**config.mk**
```make
export PLATFORM = sky130hd
export DESIGN_NAME = rx_cmd_decoder_port2_flat
export DESIGN_NICKNAME = d
export VERILOG_FILES = /design/src/rtl/rx_cmd_decoder_port2_if.sv /design/src/rtl/rx_cmd_decoder_port2.sv /design/src/flat_wrapper.sv
export SDC_FILE = /design/constraint.sdc
export NUM_CORES = 1
export LEC_CHECK = 0
export CAP_MARGIN = 10
export CORE_MARGIN = 2
export CORE_UTILIZATION = 45
export CTS_BUF_LIST = sky130_fd_sc_hd__clkbuf_16
export DETAILED_ROUTE_END_ITERATION = 6
export GPL_TIMING_DRIVEN = 1
export MAX_ROUTING_LAYER = met4
export PLACE_DENSITY_LB_ADDON = 0.3
export SETUP_SLACK_MARGIN = 0.05
export SLEW_MARGIN = 25
export SYNTH_ARGS = -nofsm -noshare
export SYNTH_HDL_FRONTEND = slang
export SYNTH_SLANG_ARGS = --single-unit
```
**constraint.sdc**
```tcl
create_clock -name clk -period 2.45 [get_ports clk]
set_input_delay 0.6125 -clock clk [delete_from_list [all_inputs] [get_ports clk]]
set_output_delay 0.6125 -clock clk [all_outputs]
set_load 0.01 [all_outputs]
```
**src/rtl/rx_cmd_decoder_port2_if.sv**
```systemverilog
// RX-side bus bundle for the port-2 command decoder: show-ahead RX FIFOs in, PI/ray FIFO writes out.
// master = decoder side, slave = FIFO side.
interface rx_cmd_decoder_port2_if #(
    parameter int unsigned AVL_SIZE    = 8,
    parameter int unsigned BYTE_SIZE   = 8,
    parameter int unsigned IP_SIZE     = 32,
    parameter int unsigned MAC_SIZE    = 48,
    parameter int unsigned FIFO_LENGTH = 16
);
    localparam int unsigned STATUS_W = 2 * BYTE_SIZE + IP_SIZE + MAC_SIZE;

    logic [AVL_SIZE-1:0]    rx_fifo_data;
    logic                   rx_fifo_data_empty;
    logic                   rx_fifo_data_read;
    logic [STATUS_W-1:0]    rx_fifo_status;
    logic                   rx_fifo_status_empty;
    logic                   rx_fifo_status_read;
    logic                   pi_wrreq_input_fifo;
    logic [FIFO_LENGTH-1:0] pi_wrdata_input_fifo;
    logic                   pi_wrfull_input_fifo;
    logic                   ray_wrreq_fifo;
    logic [FIFO_LENGTH-1:0] ray_wrdata_fifo;
    logic                   ray_wrfull_fifo;

    modport master (
        input  rx_fifo_data, rx_fifo_data_empty, rx_fifo_status, rx_fifo_status_empty,
        input  pi_wrfull_input_fifo, ray_wrfull_fifo,
        output rx_fifo_data_read, rx_fifo_status_read,
        output pi_wrreq_input_fifo, pi_wrdata_input_fifo, ray_wrreq_fifo, ray_wrdata_fifo
    );

    modport slave (
        output rx_fifo_data, rx_fifo_data_empty, rx_fifo_status, rx_fifo_status_empty,
        output pi_wrfull_input_fifo, ray_wrfull_fifo,
        input  rx_fifo_data_read, rx_fifo_status_read,
        input  pi_wrreq_input_fifo, pi_wrdata_input_fifo, ray_wrreq_fifo, ray_wrdata_fifo
    );
endinterface

```
**src/rtl/rx_cmd_decoder_port2.sv**
```systemverilog
// Port-2 RX command decoder: checks 0xA5 + two 16-bit word framing, commits PI/ray words atomically.
// Error counters are built only when RX_ERROR_COUNTERS_EN is defined; otherwise tied to 0.
module rx_cmd_decoder_port2 #(
    parameter int unsigned AVL_SIZE    = 8,
    parameter int unsigned BYTE_SIZE   = 8,
    parameter int unsigned IP_SIZE     = 32,
    parameter int unsigned MAC_SIZE    = 48,
    parameter int unsigned FIFO_LENGTH = 16
) (
    input  logic                   clk,
    input  logic                   reset_n,
    rx_cmd_decoder_port2_if.master bus,
    output logic [MAC_SIZE-1:0]    destination_mac,
    output logic [IP_SIZE-1:0]     destination_ip,
    output logic [15:0]            err_len_count,
    output logic [15:0]            err_hdr_count,
    output logic [15:0]            err_drop_count
);
    localparam int unsigned BYTE_IN_FIFO = FIFO_LENGTH / BYTE_SIZE;
    localparam int unsigned STATUS_W     = 2 * BYTE_SIZE + IP_SIZE + MAC_SIZE;
    localparam int unsigned SHIFT_W      = 2 * FIFO_LENGTH;
    localparam logic [15:0] EXP_LEN      = 16'(2 * BYTE_IN_FIFO + 1);
    localparam logic [AVL_SIZE-1:0] HDR_BYTE = AVL_SIZE'(8'hA5);

    typedef enum logic [2:0] {StIdle, StCheck, StHeader, StPayload, StCommit, StDrain} state_e;

    state_e                 state_q, state_d;
    logic [15:0]            len_q, len_d;
    logic [15:0]            cnt_q, cnt_d;
    logic [IP_SIZE-1:0]     ip_q, ip_d;
    logic [MAC_SIZE-1:0]    mac_q, mac_d;
    logic [SHIFT_W-1:0]     shift_q, shift_d;
    logic                   wr_q, wr_d;
    logic [FIFO_LENGTH-1:0] pi_data_q, pi_data_d;
    logic [FIFO_LENGTH-1:0] ray_data_q, ray_data_d;
    logic [IP_SIZE-1:0]     dst_ip_q, dst_ip_d;
    logic [MAC_SIZE-1:0]    dst_mac_q, dst_mac_d;
    logic                   status_pop, data_pop;
    logic                   len_err_inc, hdr_err_inc, drop_inc;

    always_comb begin
        state_d     = state_q;
        len_d       = len_q;
        cnt_d       = cnt_q;
        ip_d        = ip_q;
        mac_d       = mac_q;
        shift_d     = shift_q;
        wr_d        = 1'b0;
        pi_data_d   = pi_data_q;
        ray_data_d  = ray_data_q;
        dst_ip_d    = dst_ip_q;
        dst_mac_d   = dst_mac_q;
        status_pop  = 1'b0;
        data_pop    = 1'b0;
        len_err_inc = 1'b0;
        hdr_err_inc = 1'b0;
        drop_inc    = 1'b0;
        case (state_q)
            StIdle: begin
                if (!bus.rx_fifo_status_empty) begin
                    status_pop = 1'b1;
                    len_d      = bus.rx_fifo_status[STATUS_W-1 -: 16];
                    ip_d       = bus.rx_fifo_status[MAC_SIZE +: IP_SIZE];
                    mac_d      = bus.rx_fifo_status[MAC_SIZE-1:0];
                    cnt_d      = bus.rx_fifo_status[STATUS_W-1 -: 16];
                    state_d    = StCheck;
                end
            end
            StCheck: begin
                if (len_q == 16'd0) begin
                    state_d = StIdle;
                end else if (len_q != EXP_LEN) begin
                    len_err_inc = 1'b1;
                    state_d     = StDrain;
                end else begin
                    state_d = StHeader;
                end
            end
            StHeader: begin
                if (!bus.rx_fifo_data_empty) begin
                    data_pop = 1'b1;
                    cnt_d    = cnt_q - 16'd1;
                    if (bus.rx_fifo_data == HDR_BYTE) begin
                        state_d = StPayload;
                    end else begin
                        hdr_err_inc = 1'b1;
                        state_d     = StDrain;
                    end
                end
            end
            StPayload: begin
                if (!bus.rx_fifo_data_empty) begin
                    data_pop = 1'b1;
                    cnt_d    = cnt_q - 16'd1;
                    shift_d  = {shift_q[SHIFT_W-AVL_SIZE-1:0], bus.rx_fifo_data};
                    // Commit is decided on the edge into StCommit so the strobes are
                    // registered yet land in the StCommit cycle.
                    if (cnt_q == 16'd1) begin
                        state_d = StCommit;
                        if (!bus.pi_wrfull_input_fifo && !bus.ray_wrfull_fifo) begin
                            wr_d       = 1'b1;
                            pi_data_d  = shift_d[SHIFT_W-1 -: FIFO_LENGTH];
                            ray_data_d = shift_d[FIFO_LENGTH-1:0];
                            dst_ip_d   = ip_q;
                            dst_mac_d  = mac_q;
                        end else begin
                            drop_inc = 1'b1;
                        end
                    end
                end
            end
            StCommit: state_d = StIdle;
            StDrain: begin
                if (cnt_q == 16'd0) begin
                    state_d = StIdle;
                end else if (!bus.rx_fifo_data_empty) begin
                    data_pop = 1'b1;
                    cnt_d    = cnt_q - 16'd1;
                    if (cnt_q == 16'd1) state_d = StIdle;
                end
            end
            default: state_d = StIdle;
        endcase
    end

    always_ff @(posedge clk or negedge reset_n) begin
        if (!reset_n) begin
            state_q    <= StIdle;
            len_q      <= '0;
            cnt_q      <= '0;
            ip_q       <= '0;
            mac_q      <= '0;
            shift_q    <= '0;
            wr_q       <= 1'b0;
            pi_data_q  <= '0;
            ray_data_q <= '0;
            dst_ip_q   <= '0;
            dst_mac_q  <= '0;
        end else begin
            state_q    <= state_d;
            len_q      <= len_d;
            cnt_q      <= cnt_d;
            ip_q       <= ip_d;
            mac_q      <= mac_d;
            shift_q    <= shift_d;
            wr_q       <= wr_d;
            pi_data_q  <= pi_data_d;
            ray_data_q <= ray_data_d;
            dst_ip_q   <= dst_ip_d;
            dst_mac_q  <= dst_mac_d;
        end
    end

    // Pops must follow the show-ahead empty flag in the same cycle; reset blocks all pops.
    assign bus.rx_fifo_status_read  = status_pop & reset_n;
    assign bus.rx_fifo_data_read    = data_pop & reset_n;
    assign bus.pi_wrreq_input_fifo  = wr_q;
    assign bus.ray_wrreq_fifo       = wr_q;
    assign bus.pi_wrdata_input_fifo = pi_data_q;
    assign bus.ray_wrdata_fifo      = ray_data_q;
    assign destination_ip           = dst_ip_q;
    assign destination_mac          = dst_mac_q;

`ifdef RX_ERROR_COUNTERS_EN
    logic [15:0] err_len_q, err_len_d, err_hdr_q, err_hdr_d, err_drop_q, err_drop_d;

    always_comb begin
        err_len_d  = err_len_q;
        err_hdr_d  = err_hdr_q;
        err_drop_d = err_drop_q;
        if (len_err_inc && (err_len_q != 16'hFFFF)) err_len_d = err_len_q + 16'd1;
        if (hdr_err_inc && (err_hdr_q != 16'hFFFF)) err_hdr_d = err_hdr_q + 16'd1;
        if (drop_inc && (err_drop_q != 16'hFFFF))   err_drop_d = err_drop_q + 16'd1;
    end

    always_ff @(posedge clk or negedge reset_n) begin
        if (!reset_n) begin
            err_len_q  <= '0;
            err_hdr_q  <= '0;
            err_drop_q <= '0;
        end else begin
            err_len_q  <= err_len_d;
            err_hdr_q  <= err_hdr_d;
            err_drop_q <= err_drop_d;
        end
    end

    assign err_len_count  = err_len_q;
    assign err_hdr_count  = err_hdr_q;
    assign err_drop_count = err_drop_q;
`else
    logic unused_err_inc;
    assign unused_err_inc = len_err_inc ^ hdr_err_inc ^ drop_inc;
    assign err_len_count  = '0;
    assign err_hdr_count  = '0;
    assign err_drop_count = '0;
`endif
endmodule
```
**src/flat_wrapper.sv**
```systemverilog
// flat-port wrapper written by rule: the top's interface ports become plain ports
module rx_cmd_decoder_port2_flat 
#(
    parameter int unsigned AVL_SIZE    = 8,
    parameter int unsigned BYTE_SIZE   = 8,
    parameter int unsigned IP_SIZE     = 32,
    parameter int unsigned MAC_SIZE    = 48,
    parameter int unsigned FIFO_LENGTH = 16
)
  (clk, reset_n, destination_mac, destination_ip, err_len_count, err_hdr_count, err_drop_count, bus_rx_fifo_data, bus_rx_fifo_data_empty, bus_rx_fifo_status, bus_rx_fifo_status_empty, bus_pi_wrfull_input_fifo, bus_ray_wrfull_fifo, bus_rx_fifo_data_read, bus_rx_fifo_status_read, bus_pi_wrreq_input_fifo, bus_pi_wrdata_input_fifo, bus_ray_wrreq_fifo, bus_ray_wrdata_fifo);
  rx_cmd_decoder_port2_if #(.AVL_SIZE(AVL_SIZE), .BYTE_SIZE(BYTE_SIZE), .IP_SIZE(IP_SIZE), .MAC_SIZE(MAC_SIZE), .FIFO_LENGTH(FIFO_LENGTH)) bus_i ();
  input  logic clk;
  input  logic reset_n;
  output logic [MAC_SIZE-1:0] destination_mac;
  output logic [IP_SIZE-1:0] destination_ip;
  output logic [15:0] err_len_count;
  output logic [15:0] err_hdr_count;
  output logic [15:0] err_drop_count;
  input wire logic [$bits(bus_i.rx_fifo_data)-1:0] bus_rx_fifo_data;
  input wire logic [$bits(bus_i.rx_fifo_data_empty)-1:0] bus_rx_fifo_data_empty;
  input wire logic [$bits(bus_i.rx_fifo_status)-1:0] bus_rx_fifo_status;
  input wire logic [$bits(bus_i.rx_fifo_status_empty)-1:0] bus_rx_fifo_status_empty;
  input wire logic [$bits(bus_i.pi_wrfull_input_fifo)-1:0] bus_pi_wrfull_input_fifo;
  input wire logic [$bits(bus_i.ray_wrfull_fifo)-1:0] bus_ray_wrfull_fifo;
  output wire logic [$bits(bus_i.rx_fifo_data_read)-1:0] bus_rx_fifo_data_read;
  output wire logic [$bits(bus_i.rx_fifo_status_read)-1:0] bus_rx_fifo_status_read;
  output wire logic [$bits(bus_i.pi_wrreq_input_fifo)-1:0] bus_pi_wrreq_input_fifo;
  output wire logic [$bits(bus_i.pi_wrdata_input_fifo)-1:0] bus_pi_wrdata_input_fifo;
  output wire logic [$bits(bus_i.ray_wrreq_fifo)-1:0] bus_ray_wrreq_fifo;
  output wire logic [$bits(bus_i.ray_wrdata_fifo)-1:0] bus_ray_wrdata_fifo;
  assign bus_i.rx_fifo_data = bus_rx_fifo_data;
  assign bus_i.rx_fifo_data_empty = bus_rx_fifo_data_empty;
  assign bus_i.rx_fifo_status = bus_rx_fifo_status;
  assign bus_i.rx_fifo_status_empty = bus_rx_fifo_status_empty;
  assign bus_i.pi_wrfull_input_fifo = bus_pi_wrfull_input_fifo;
  assign bus_i.ray_wrfull_fifo = bus_ray_wrfull_fifo;
  assign bus_rx_fifo_data_read = bus_i.rx_fifo_data_read;
  assign bus_rx_fifo_status_read = bus_i.rx_fifo_status_read;
  assign bus_pi_wrreq_input_fifo = bus_i.pi_wrreq_input_fifo;
  assign bus_pi_wrdata_input_fifo = bus_i.pi_wrdata_input_fifo;
  assign bus_ray_wrreq_fifo = bus_i.ray_wrreq_fifo;
  assign bus_ray_wrdata_fifo = bus_i.ray_wrdata_fifo;
  rx_cmd_decoder_port2 #(.AVL_SIZE(AVL_SIZE), .BYTE_SIZE(BYTE_SIZE), .IP_SIZE(IP_SIZE), .MAC_SIZE(MAC_SIZE), .FIFO_LENGTH(FIFO_LENGTH)) u_core (.clk(clk), .reset_n(reset_n), .bus(bus_i), .destination_mac(destination_mac), .destination_ip(destination_ip), .err_len_count(err_len_count), .err_hdr_count(err_hdr_count), .err_drop_count(err_drop_count));
endmodule
```
==> results.json <==
{
  "status": "finished with violations",
  "violations": "negative setup slack",
  "antennaDiodeCount": 0,
  "muxShareOfSynthArea_pct": 27.18,
  "synthTopCellsByCount": "dfrtp_1, mux2_2, mux2_4",
  "path_cells": "nor4_4 -> buf_4 -> nand4_1 -> a21oi_2 -> nor3b_1 -> buf_2",
  "clkSinkCount": 252,
  "io_buffers": 225,
  "grt_max_degree": 151,
  "maxSlewHeadroom_pct": 45.49,
  "grt_use_total_pct": 19.48,
  "setup_slack_ns": -0.1250,
  "fin_setup_tns_ns": -2.744,
  "clkTransAtPathRegs_ns": 0.06,
  "first_pass_iters": 4,
  "drcViolationCount": 0,
  "synth-main-ff-cell": "dfrtp_1",
  "routed_wl_mm": 24.50,
  "cts_root_buf": "clkbuf_16",
  "ys_warn_count": 0,
  "synthSimpleGateAreaFrac_pct": 4.439,
  "peakVddDrop_v": 0.0005724,
  "worstReg2RegStart": "u_core.cnt_q[8]$_DFFE_PN0P_",
  "grt-ovfl-total": 0,
  "timing.final.crit_period_ns": 2.575,
  "r2r_end": "u_core.destination_ip[6]$_DFFE_PN0P_",
  "synth_area_leader_cell": "dfrtp_1",
  "nFillCells": 1826,
  "avgRoutedWirePerCell_um": 18.35,
  "final_util_pct": 62.67,
  "synth_xor_area_share_pct": 0.08113,
  "worst_pin_slew_ns": 0.8176,
  "avgSynthCellArea_sq_um": 15.04,
  "final_nets": 1106,
  "core-area_sq_mm": 0.02354,
  "slowest_stage": "dfrtp_1",
  "timing.hold.worst.class": "in -> async",
  "synth_area_leaders": "dfrtp_1, mux2_2, mux2_4, buf_4, buf_12",
  "max_freq_ghz": 0.3884,
  "synth_top_area_share_pct": 58.41,
  "ys_seq_area_share_pct": 58.41,
  "async_reset_ff_share_pct": 100.0,
  "synth_compound_area_share_pct": 3.431,
  "r2r_slack_ns": -0.07,
  "rr_worst_depth": 8,
  "yosysMostFrequentCell": "dfrtp_1",
  "max_cap_violations": 0,
  "synth_top_family_by_area": "multiplexers",
  "first_global_vias": 6841,
  "cts_tree": "done",
  "yosysUniqueCellTypes": 52,
  "synth_cells": 718,
  "worst_setup_path_start_kind": "flop",
  "syn_area_sq_mm": 0.01080,
  "p_per_area_mw_per_mm2": 871.0,
  "yosys_register_bits": 252,
  "fin_skew_ns": 0.01592,
  "hpwl_mm": 15.41,
  "vias": 6640,
  "cts_made_buffers": 28,
  "multi_input_area_sq_mm": 0.004060,
  "p_leak_nw": 6.930,
  "layout-drive-gt1-share_pct": 35.04,
  "die_x_um": 158.9,
  "grt_pass1_wl_mm": 38.96,
  "cts_max_path_buffers": 3,
  "cp_data_arrival_time_ns": 1.96,
  "io_pins": 274,
  "place.gp.congestion": 0.8427,
  "rows": 56,
  "cp_num_buf_inv": 2,
  "finalHoldViolations": 0,
  "setup_viol": 80,
  "crit_start": "u_core.cnt_q[8]$_DFFE_PN0P_",
  "synth_edf_count": 0,
  "drtAntennaViolNets": 0,
  "area_growth_pct": 36.67,
  "clk_latency_ns": 0.53,
  "synth_adder_area_share_pct": 0.2318,
  "critPathMaxStageDelay_ns": 0.42,
  "rsz0062_at_grt": "true",
  "setup.worst_path.class": "reg -> out",
  "dieArea_sq_mm": 0.02524,
  "vias_per_cell": 4.974,
  "end_kind": "output pin",
  "endpoint": "bus_rx_fifo_data_read",
  "drtIter0Drc": 396,
  "cp_data_required_time_ns": 1.84,
  "period_share_pct": 105.1,
  "start_util_pct": 45.85,
  "cp.depth": 6,
  "path_delay_family": "simple AND/OR/NAND/NOR gates",
  "ctsHtreeMaxLevel": 1,
  "die_y_um": 158.9,
  "regArea_sq_mm": 0.006309,
  "slew_viol_final": 0,
  "antenna_found_initial": 0,
  "critPathMaxFanout": 2
}
==> placed cells by master, fill, tap and decap left out, types with 4 or more instances in the layout <==
| cell type | netlist | final |
|---|---|---|
| buf_4 | 49 | 33 |
| clkbuf_16 | 0 | 35 |
| nor4_1 | 9 | 7 |
| clkinv_1 | 0 | 4 |
| nor2_1 | 18 | 17 |
| dfrtp_1 | 252 | 250 |
| mux2_2 | 153 | 153 |
| o21ai_0 | 21 | 21 |
| mux2_4 | 80 | 80 |
| inv_1 | 5 | 8 |
| conb_1 | 1 | 48 |
| o22ai_1 | 5 | 5 |
| nand4_1 | 4 | 4 |
| bufinv_16 | 0 | 5 |
| nand2_1 | 11 | 11 |
| clkinv_2 | 0 | 5 |
| nor3_1 | 5 | 5 |
| a21oi_1 | 17 | 16 |
| clkdlybuf4s50_1 | 0 | 221 |
| buf_12 | 8 | 11 |
==> sequential cells by signal (all words and copies together), names as in the netlist <==
signal,count
u_core.destination_ip,32
u_core.mac_q,48
u_core.len_q,16
u_core.destination_mac,48
u_core.state_q,3
u_core.bus.ray_wrdata_fifo,16
u_core.ip_q,32
u_core.shift_q,24
u_core.bus.pi_wrreq_input_fifo,1
u_core.bus.pi_wrdata_input_fifo,16
u_core.cnt_q,16
==> cell type report <==
class | instances | area share (%)
multi-input cells | 424 | 27.52
repair buffers | 283 | 20.33
clock buffers | 29 | 4.919
clock inverters | 23 | 1.645
inverters | 5 | 0.1272
well taps | 319 | 2.705
flip-flops and latches | 252 | 42.76
==> per-stage QoR <==
stage	cell area (sq um)	setup slack, ns	total power (W)	cells	hold slack, ns
3_3_place_gp	13310	-0.2540	0.008274	1259	0.4108
4_1_cts	14610	-0.1402	0.01295	1329	0.4985
2_1_floorplan	10970	0.1462	0.007519	765	0.3169
5_1_grt	14750	-0.2387	0.01352	1335	0.1359
6_report	14750	-0.1250	0.01285	1335	0.1560
3_5_place_dp	13310	-0.2689	0.008411	1259	0.4118
==> per-layer routing <==
layer	vias up	GRT usage (%)	part of all wire, %
met5	-	-	0
met4	0	4.421	2.2
met3	45	4.650	6.8
met2	221	29.00	46
met1	3359	27.28	45
li1	3015	-	-
==> worst register-to-register path, cell delays in order (launching register included) <==
cell and delay (ns):
dfrtp_1 0.42, buf_6 0.13, or4_4 0.54, nor4_4 0.31
and2_4 0.20, nand3_4 0.12, buf_12 0.19, clkbuf_16 0.19
mux2_4 0.31
==> report_power, final <==
group | switching [W] | internal [W] | leakage [nW]
clock network | 0.00171 | 0.00267 | 0.493
registers | 0.000621 | 0.00513 | 3.27
logic | 0.00116 | 0.00156 | 3.16
==> worst min-delay path by stage <==
stage                                                endpoint  slack (ns)    start  cells after the start
2_1_floorplan  u_core.bus.pi_wrdata_input_fifo[0]$_DFFE_PN0P_        0.32  reset_n                      0
3_3_place_gp                      u_core.len_q[2]$_DFFE_PN0P_        0.41  reset_n                      1
3_5_place_dp                      u_core.len_q[2]$_DFFE_PN0P_        0.41  reset_n                      1
4_1_cts                         u_core.state_q[2]$_DFFE_PN0P_        0.50  reset_n                      2
5_1_grt                         u_core.state_q[2]$_DFFE_PN0P_        0.14  reset_n                      2
6_report                        u_core.state_q[2]$_DFFE_PN0P_        0.16  reset_n                      2
==> logic make-up after synthesis <==
family,after synthesis
compound gates,62
xor+xnor,1
fa+ha+maj,2
buf+inv,89
flops,252
mux,234
other cells,1
simple gates,77
==> repair_timing <==
action,4_1_cts,5_1_grt
hold endpoints to repair,5,0
setup endpoints to repair,32,114
gates cloned,4,9
pin swaps,5,4
setup buffers,13,2
hold buffers,1,0
gates resized for setup,30,17
Power figures use the tool's default switching activity.
